[src/rtl/router_pkg.sv]
// Shared constants and width helper for the packet router synchronizer.
package router_pkg;

    localparam int DEFAULT_NUM_CH  = 3;
    localparam int DEFAULT_TIMEOUT = 30;

    // Counter width wide enough to hold the value TIMEOUT.
    function automatic int cnt_width(input int timeout);
        return $clog2(timeout + 1);
    endfunction

endpackage

[src/rtl/router_sync_timer.sv]
// Per-channel stall timer: one-cycle soft_reset pulse after TIMEOUT consecutive
// cycles where the channel holds valid data that nobody reads.
module router_sync_timer
    import router_pkg::*;
#(
    parameter int TIMEOUT = DEFAULT_TIMEOUT,
    parameter int CW      = cnt_width(DEFAULT_TIMEOUT)
) (
    input  logic clock,
    input  logic resetn,
    input  logic i_vld,
    input  logic i_rd,
    output logic o_soft_reset
);

    logic [CW-1:0] r_cnt;
    logic          r_soft_reset;

    // A read or an empty FIFO clears progress and wins over the terminal count.
    always_ff @(posedge clock or negedge resetn) begin
        if (!resetn) begin
            r_cnt        <= '0;
            r_soft_reset <= 1'b0;
        end else begin
            r_soft_reset <= 1'b0;
            if (i_rd || !i_vld) begin
                r_cnt <= '0;
            end else if (r_cnt == CW'(TIMEOUT - 1)) begin
                r_cnt        <= '0;
                r_soft_reset <= 1'b1;
            end else begin
                r_cnt <= r_cnt + 1'b1;
            end
        end
    end

    assign o_soft_reset = r_soft_reset;

endmodule

[src/rtl/router_sync_n.sv]
// Router synchronizer: latches the packet destination, steers FIFO write enables
// and full status, and flushes any channel whose valid data sits unread too long.
module router_sync_n
    import router_pkg::*;
#(
    parameter int NUM_CH  = DEFAULT_NUM_CH,
    parameter int ADDR_W  = 2,
    parameter int TIMEOUT = DEFAULT_TIMEOUT
) (
    input  logic              clock,
    input  logic              resetn,
    input  logic [ADDR_W-1:0] data_in,
    input  logic              detect_add,
    input  logic              write_enb_reg,
    input  logic [NUM_CH-1:0] full,
    input  logic [NUM_CH-1:0] empty,
    input  logic [NUM_CH-1:0] read_enb,
    output logic [NUM_CH-1:0] write_enb,
    output logic              fifo_full,
    output logic [NUM_CH-1:0] vld_out,
    output logic [NUM_CH-1:0] soft_reset,
    output logic              addr_err
);

    localparam int CW = cnt_width(TIMEOUT);

    logic [ADDR_W-1:0] r_addr_q;
    logic              r_addr_err;
    logic [NUM_CH-1:0] w_write_enb;
    logic              w_fifo_full;

    always_ff @(posedge clock or negedge resetn) begin
        if (!resetn) begin
            r_addr_q   <= '0;
            r_addr_err <= 1'b0;
        end else if (detect_add) begin
            r_addr_q   <= data_in;
            r_addr_err <= (32'(data_in) >= NUM_CH);
        end
    end

    // Decode uses the registered address, so a header arriving alongside a
    // write still steers that write to the previous destination.
    always_comb begin
        w_write_enb = '0;
        w_fifo_full = 1'b0;
        for (int i = 0; i < NUM_CH; i++) begin
            if (r_addr_q == ADDR_W'(i)) begin
                w_write_enb[i] = write_enb_reg & ~r_addr_err & resetn;
                w_fifo_full    = full[i] & ~r_addr_err;
            end
        end
    end

    assign write_enb = w_write_enb;
    assign fifo_full = w_fifo_full;
    assign addr_err  = r_addr_err;
    assign vld_out   = ~empty;

    for (genvar g = 0; g < NUM_CH; g++) begin : g_timer
        router_sync_timer #(
            .TIMEOUT (TIMEOUT),
            .CW      (CW)
        ) u_timer (
            .clock        (clock),
            .resetn       (resetn),
            .i_vld        (vld_out[g]),
            .i_rd         (read_enb[g]),
            .o_soft_reset (soft_reset[g])
        );
    end

endmodule

[config.mk]
export PLATFORM = sky130hd
export DESIGN_NAME = router_sync_n
export DESIGN_NICKNAME = d
export VERILOG_FILES = /design/src/rtl/router_pkg.sv /design/src/rtl/router_sync_timer.sv /design/src/rtl/router_sync_n.sv
export SDC_FILE = /design/constraint.sdc
export NUM_CORES = 1
export LEC_CHECK = 0
export ABC_CLOCK_PERIOD_IN_PS = 1600
export CAP_MARGIN = 20
export CORE_ASPECT_RATIO = 1.2
export CORE_MARGIN = 8
export CORE_UTILIZATION = 39
export CTS_CLUSTER_SIZE = 28
export DETAILED_ROUTE_END_ITERATION = 10
export GPL_TIMING_DRIVEN = 0
export PLACE_DENSITY_LB_ADDON = 0.12
export SYNTH_ARGS = -nofsm -noshare
export SYNTH_HDL_FRONTEND = slang
export SYNTH_SLANG_ARGS = --single-unit
[constraint.sdc]
create_clock -name clock -period 1.6 [get_ports clock]
set_input_delay 0.4 -clock clock [delete_from_list [all_inputs] [get_ports clock]]
set_output_delay 0.4 -clock clock [all_outputs]
set_load 0.05 [all_outputs]
After elaboration in Yosys (flattened, before gate mapping)
Cells that the tools add are included.
{ "word_totals": {"ff_bits": 21, "latch_bits": 0, "ramBits": 0, "rom_bits": 0, "in_bits": 15, "out_inout_bits": 11, "memories": 0} }
{ "classes": {"n_addsub": 3, "multipliers": 0, "n_div": 0, "magnitude_cmp": 1, "n_eq_ne": 5, "n_shift": 0, "n_mux": 18, "n_bitwise": 7, "n_reduce_logical": 7} }
{ "ops": {"columns": ["cell", "count"], "rows": [
  ["5-bit two-way mux", 6],
  ["5-bit by 1-bit adder with 5-bit output (second input constant)", 3],
  ["5-bit == test (second input constant)", 3],
  ["1-bit two-way mux", 12],
  ["1-bit AND", 5],
  ["1-bit logical NOT", 3],
  ["1-bit logical OR", 3],
  ["3-bit inverter", 1],
  ["2-bit by 1-bit == test with 1-bit output (second input constant)", 1],
  ["2-bit == test (second input constant)", 1],
  ["2-bit greater-or-equal comparator (second input constant)", 1],
  ["2-bit logical NOT", 1],
  ["1-bit inverter", 1]
]} }

Logic depth before layout (Yosys ltp)
Gate-level depths: netlist of run 1.
{ "logic_depth": {"depth_word": 5, "ltp_mapped": 5, "ltp_nobuf": 5} }

Modules after synthesis
Synthesis of run 1 repeated with hierarchy kept, for this count alone.
{ "unflattened": {"hier_cells": 84, "area_unflattened_um2": 949.7} }
{ "modules_own_cells": {"columns": ["module", "n_inst", "cells_per_inst", "area_per_inst_um2", "seq_area_each_um2"], "rows": [
  ["router_sync_timer", 3, 22, 255.2, 150.1],
  ["router_sync_n", 1, 18, 183.9, 75.1]
]} }

Least setup slack after synthesis of run 1
No wires, ideal clock.
{ "synth_path": {"path_kind": "register to output", "startpoint": "register r_addr_err (netlist: addr_err)", "endpoint": "output write_enb[1]", "arrival_time_ns": 2.326, "path_slack_ns": -1.126, "stages_incl_launch_ff": 2, "path_cell_list": "dfrtp_1 nor4b_1"} }
{ "synth_via": {"elab_chain_len": 4} }
{ "synth_rtl": {"columns": ["item", "line", "rtl"], "rows": [
  ["start: declaration", "router_sync_n.sv:28", "logic r_addr_err;"],
  ["start signal: assignment", "router_sync_n.sv:38", "r_addr_err <= (32'(data_in) >= NUM_CH);"],
  ["1-bit inverter", "router_sync_n.sv:49", "w_write_enb[i] = write_enb_reg & ~r_addr_err & resetn;"],
  ["1-bit AND (2 in a row)", "router_sync_n.sv:49", null],
  ["1-bit two-way mux", "router_sync_n.sv:48", "if (r_addr_q == ADDR_W'(i)) begin"],
  ["end: declaration", "router_sync_n.sv:18", "output logic [NUM_CH-1:0] write_enb,"]
]} }
No other way between the ends.

Worst setup path after layout of run 1
{ "layout_path": {"startpoint": "register r_addr_q[0]", "endpoint": "output fifo_full"} }
{ "layout_via": {"elab_chain_len": 4} }
{ "layout_rtl": {"columns": ["item", "line", "rtl"], "rows": [
  ["start: declaration", "router_sync_n.sv:27", "logic [ADDR_W-1:0] r_addr_q;"],
  ["start signal: assignment", "router_sync_n.sv:37", "r_addr_q <= data_in;"],
  ["2-bit logical NOT", "router_sync_n.sv:48", null],
  ["1-bit two-way mux (2 in a row)", "router_sync_n.sv:48", null],
  ["1-bit two-way mux (*)", "router_sync_n.sv:48", null],
  ["end: declaration", "router_sync_n.sv:19", "output logic fifo_full,"]
]} }
Every way passes the cells marked *; elsewhere a longest branch is shown, timed or not.

==> flow_summary.ini, run 1 <==
[status]
outcome = complete, but fails checks
violations = setup timing

[cts]
cts_buffers = 3
cts.clk_slew.worst_paths_ns = 0.11
root_buffer = clkbuf_4
cts_tree = yes
cts_htree_levels = 1
clockBufferDepth = 2
clock_latency_ns = 0.29
cts.sinks = 21

[routing]
routedWlPerCell_um = 11.51
first_pass_iters = 2
route.detailed.drc = 0
via_per_inst = 4.556
num_vias = 729
drtIter0Drc = 13
wl_um = 1842
postRouteAntennaNets = 0

[synth]
yosys.area.top_type = dfrtp_1
syn_avg_cell_area_sq_um = 10.45
yosys_warnings = 0
syn_inst = 94
yosys.cell_types.count = 18
synth_area_sq_um = 982.2
synth.area.top_cells = dfrtp_1, ha_1, nor2_1
synth_top_area_frac = 0.5350
ys_seq_area_frac = 0.5350
ys_ff_latch = 21
syn-num-nets = 115

[pwr]
combPwrFrac = 0.186
p_sw_frac = 0.2674
intPower_mw = 0.7308
peakVddDrop_v = 0.0005269
p_switching_mw = 0.2667
leakagePower_nw = 0.6591
clkPwrFrac = 0.241
power_frac_seq = 0.573
total_power_mw = 0.9975
powerDensity_nw_per_um2 = 713.7

[min_path]
hp-class = in -> async

[floorplan]
coreArea_sq_um = 2452
ios = 26
die_h_um = 70.98
rows = 20
die_area_sq_um = 4387
initial_core_util = 0.4005
die_width_um = 61.81

[worst_setup_path]
crit_start = r_addr_q[0]
cpPeakStageDelay_ns = 0.47
regToRegEndpoint = g_timer[2].u_timer.r_cnt[4]
ff2ff_path_depth = 4
cpMaxStageDelayCell = dfrtp_2
crit_path_end = fifo_full
path_cells = mux2i_1, o21a_1, nor2_2, buf_6
rrSetupSlack_ns = 0.53
crit_arrival_ns = 1.33
required_ns = 1.20
r2r-start = g_timer[2].u_timer.r_cnt[0]
worst-setup-path-type = reg -> out
worstSetupStartpointType = register
crit_fanout = 6
cp-end-kind = output pin

[sta]
finalSetupViolations = 4
rsz0062_at_grt = true
worst_pin_slew_ns = 0.8894
relSlewSlack = 0.4071
post-route-min-period_ns = 1.729
hold_viol = 0
final_max_slew_viol_count = 0
setup_ws_ns = -0.1292
fmax_mhz = 578.3
final_min_period_over_clock_period = 1.081
worst_clock_skew_ns = 0.002575
timing.setup.tns_ns = -0.2691

[cells_and_area]
regArea_sq_um = 529.3
antenna_cells = 0
drive_gt1_frac = 0.2520
nFillCells = 237
final_cell_count_no_fill = 160
design_area_sq_um = 1398
multi_input_area_sq_um = 440.4
syn2layout_area_growth_pct = 42.29
nets = 149

[global_route]
gr-total-overflow = 0
grt_pass1_vias = 714
grt_first_pass_wirelength_um = 2967
grt_use_total = 0.08573
grt_max_degree = 22
antenna_found_initial = 0

[placement]
io_buffers = 25
pre_cts_slack_ns = -1.808
hpwlAfterDp_um = 1443
globalplace.congestion = 0.7625
post-place-cells = 152
place_area_sq_um = 1325

[job]
drv_cap = 0
## cell usage in the layout (no fill, tap or decap), drive strengths merged
cell type	count
ha	6
buf	18
nor4	1
nand2	4
nand4	3
clkdlybuf4s15	3
o21ai	1
dfrtp	21
xor2	6
dlygate4sd2	6
nor3	3
mux2i	1
nand3b	1
dlymetal6s4s	1
inv	7
nor4b	2
xnor2	3
nand3	7
clkdlybuf4s50	7
nor2	19
mux2	2
o21a	1
clkbuf	4
## worst max-delay path: cells and delay by family, from the launching register on
| family | cells | cell delay (ns) |
|---|---|---|
| buf+inv | 1 | 0.17 |
| compound gates | 1 | 0.17 |
| simple gates | 1 | 0.10 |
| mux | 1 | 0.13 |
| flops | 1 | 0.47 |
## sequential cells by signal, summed over array words and instances, names as in the netlist
signal,flops
g_timer.u_timer.r_cnt,15
g_timer.u_timer.o_soft_reset,3
r_addr_q,2
addr_err,1
## layout make-up
| class | instances | area share |
|---|---|---|
| inverter | 7 | 0.01880 |
| timing repair buffer | 29 | 0.2068 |
| multi-input combinational | 60 | 0.3151 |
| tap | 33 | 0.02954 |
| buffer | 6 | 0.03223 |
| clock buffer | 4 | 0.01880 |
| sequential | 21 | 0.3787 |
## per-layer routing
layer / routed length (um) / global-route usage / vias to the layer above
li1: - / - / 367
met1: 842 / 0.1045 / 340
met2: 810 / 0.1373 / 20
met3: 173 / 0.02904 / 2
met4: 16 / 0.02284 / 0
met5: 0 / 0 / -
## worst min-delay path by stage
stage,end,depth (start not counted),start
2_1_floorplan,addr_err,0,resetn
3_3_place_gp,g_timer[2].u_timer.r_cnt[0],1,g_timer[2].u_timer.r_cnt[0]
3_5_place_dp,g_timer[0].u_timer.r_cnt[0],1,g_timer[0].u_timer.r_cnt[0]
4_1_cts,g_timer[0].u_timer.o_soft_reset,2,empty[0]
5_1_grt,g_timer[2].u_timer.o_soft_reset,2,empty[2]
6_report,g_timer[2].u_timer.o_soft_reset,2,resetn
## cell usage after synthesis (all sizes together)
| library cell | n |
|---|---|
| o21a | 1 |
| xnor2 | 3 |
| mux2 | 2 |
| nand2 | 4 |
| nor2 | 19 |
| buf | 6 |
| mux2i | 1 |
| o21ai | 1 |
| xor2 | 6 |
| nor4 | 1 |
| inv | 7 |
| nand3 | 7 |
| ha | 6 |
| nor3 | 3 |
| nand3b | 1 |
| nand4 | 3 |
| dfrtp | 21 |
| nor4b | 2 |
## what timing repair did
action                                 CTS  global route
endpoints found under the hold margin   21             0
hold buffers                             1             0
gates resized for setup                 79             2
setup buffers                            1             2
setup endpoints to repair               11             7
pin swaps                                4             3
## power groups by stage
stage          sequential [mW]  combinational [mW]  clock, mW
4_1_cts                  0.572               0.181      0.248
2_1_floorplan            0.585              0.0872          0
3_5_place_dp             0.583               0.174          0
6_report                 0.572               0.186      0.240
3_3_place_gp             0.582               0.171          0
5_1_grt                  0.574               0.200      0.272
## logic make-up after synthesis
kind of cell             Yosys count  synth area share
adder cells (fa/ha/maj)            6           0.07643
multiplexers                       3           0.03312
flip-flops                        21            0.5350
buffers and inverters             13           0.07261
AO/OA/AOI/OAI                      2           0.01274
AND/OR/NAND/NOR                   40            0.1898
XOR/XNOR                           9           0.08026
## metrics by stage
step / util / hold WS, ns
final: 0.5699 / 0.3930
after global routing: 0.5699 / 0.4362
after CTS: 0.5617 / 0.4263
after detailed placement: 0.5403 / 0.4854
after global placement: 0.5403 / 0.4757
after floorplan: - / 0.1044
Note: power is estimated with default switching activity, not from simulation.
==> inputs of run 2 (changes only) <==
Settings changed: CORE_ASPECT_RATIO 1.2 to not set.
==> run 2 against run 1 <==
- the flow still finishes with violations (setup timing)
- combinational power hardly changed
- total power rose by 1.3%
- worst setup slack worse by 0.0082 ns
- cell count shrank 2.5%
- clock power increased by 6%
- register-to-register slack worse by 0.02 ns
- utilization is 0.16 points higher
- fmax fell by 0.47%
- hold slack improved by 0.020 ns
- largest cell class unchanged
- largest power group unchanged
- highest routed layer unchanged
==> flow_summary.ini, run 2 (synthesis gave the netlist of run 1 again) <==
[worst_setup_path]
crit_fanout = 1
rrSetupSlack_ns = 0.51
path_cells = clkdlybuf4s50_1, mux2i_1, o21a_1, nor2_2, buf_6
cpPeakStageDelay_ns = 0.46
required_ns = 1.20
crit_arrival_ns = 1.34
worstSetupStartpointType = input pin
cp-end-kind = output pin
worst-setup-path-type = in -> out
cpMaxStageDelayCell = clkdlybuf4s50_1

[sta]
relSlewSlack = 0.3715
post-route-min-period_ns = 1.737
hold_viol = 0
worst_clock_skew_ns = 0.001170
timing.setup.tns_ns = -0.3055
worst_pin_slew_ns = 0.9427
rsz0062_at_grt = true
finalSetupViolations = 4
fmax_mhz = 575.6
fin_hold_ws_ns = 0.4131
final_min_period_over_clock_period = 1.086
final_max_slew_viol_count = 0
setup_ws_ns = -0.1373

[placement]
io_buffers = 25
hpwlAfterDp_um = 1410
pre_cts_slack_ns = -1.831
globalplace.congestion = 0.7387

[routing]
first_pass_iters = 4
wl_um = 1863
via_per_inst = 4.615
num_vias = 720
postRouteAntennaNets = 0
drtIter0Drc = 14
route.detailed.drc = 0
routedWlPerCell_um = 11.94

[global_route]
gr-total-overflow = 0
grt_use_total = 0.09211
grt_first_pass_wirelength_um = 3187
antenna_found_initial = 0
grt_max_degree = 22
grt_pass1_vias = 704

[pwr]
powerDensity_nw_per_um2 = 726.9
peakVddDrop_v = 0.0004892
leakagePower_nw = 0.6536

[status]
violations = setup timing
outcome = complete, but fails checks

[cells_and_area]
largest_reg_flops = 15
final_util = 0.5715
antenna_cells = 0
drive_gt1_frac = 0.2540
syn2layout_area_growth_pct = 41.53
final_cell_mix = nor2_1, dfrtp_1, clkdlybuf4s50_1
nets = 148
top_register = g_timer.u_timer.r_cnt
nFillCells = 215

[job]
drv_cap = 0

[cts]
cts.sinks = 21
root_buffer = clkbuf_4
cts_tree = yes
cts_buffers = 3
cts.clk_slew.worst_paths_ns = 0.12
clockBufferDepth = 2
cts_htree_levels = 1
clock_latency_ns = 0.30

[floorplan]
die_width_um = 66.19
rows = 18
ios = 26
die_h_um = 66.19
initial_core_util = 0.4038
die_area_sq_um = 4380
coreArea_sq_um = 2432

[min_path]
hp-class = in -> reg
==> run 2: cell types whose count changed in the layout (fill, tap and decap cells not counted) <==
cell             previous run  this run
clkbuf_4                    3         4
dlygate4sd2_1               6         4
buf_4                      10         8
clkbuf_1                    1         0
clkdlybuf4s50_1             7         9
clkinv_2                    0         1
==> run 2: worst paths after layout <==
kind	to	cells past startpoint	startpoint
worst max-delay path	fifo_full	5	full[0]
worst min-delay path	g_timer[1].u_timer.o_soft_reset	2	empty[1]
worst max register to register	g_timer[2].u_timer.r_cnt[4]	4	g_timer[2].u_timer.r_cnt[0]
worst min register to register	g_timer[1].u_timer.r_cnt[0]	1	g_timer[1].u_timer.r_cnt[0]
max in group asynchronous	r_addr_q[0]	2	resetn
min in group asynchronous	g_timer[0].u_timer.r_cnt[4]	2	resetn
==> run 2: timing repair <==
item                                    CTS  global route
setup buffers                             1             1
endpoints found under the hold margin    21             0
gates resized for setup                  77             2
pin swaps                                 3             3
hold buffers                              1             0
endpoints found under the setup margin   11             7
==> run 2: cell type report <==
type | instances | area (sq um) | area share
inverters | 7 | 26.28 | 0.01890
clock inverters | 1 | 5.005 | 0.003600
clock buffers | 3 | 22.52 | 0.01620
repair buffers | 28 | 284.0 | 0.2043
plain buffers | 6 | 45.04 | 0.03240
flip-flops and latches | 21 | 529.3 | 0.3807
multi-input cells | 60 | 440.4 | 0.3168
well taps | 30 | 37.54 | 0.02700
==> run 2: per-layer routing <==
layer / global-route usage / share of wire
met1: 0.1099 / 0.46
met2: 0.1411 / 0.46
met3: 0.03390 / 0.070
met4: 0.04800 / 0.0081
met5: 0 / 0
==> run 2: power breakdown <==
part	internal [mW]	switching, mW
Sequential	0.546	0.0253
Combinational	0.0879	0.0967
Clock	0.0930	0.161
==> run 2: critical path: cells and delay by family <==
family | cells | cell delay, ns
AOI/OAI and AO/OA | 1 | 0.17
buffers and inverters | 2 | 0.62
muxes | 1 | 0.06
and+or+nand+nor | 1 | 0.09
==> run 2: stage by stage <==
step,cell area (sq um),std cells,power (mW)
CTS,1378,155,1.022
global placement,1321,149,0.7524
finish,1390,156,1.010
global route,1390,156,1.054
detailed placement,1321,149,0.7562
floorplan,1033,94,0.6723
==> inputs of run 3 (changes only) <==
Settings changed: CTS_CLUSTER_SIZE 28 to 8.
==> results of run 3 <==
The final DEF is identical to that of run 2; final timing and power are the same.
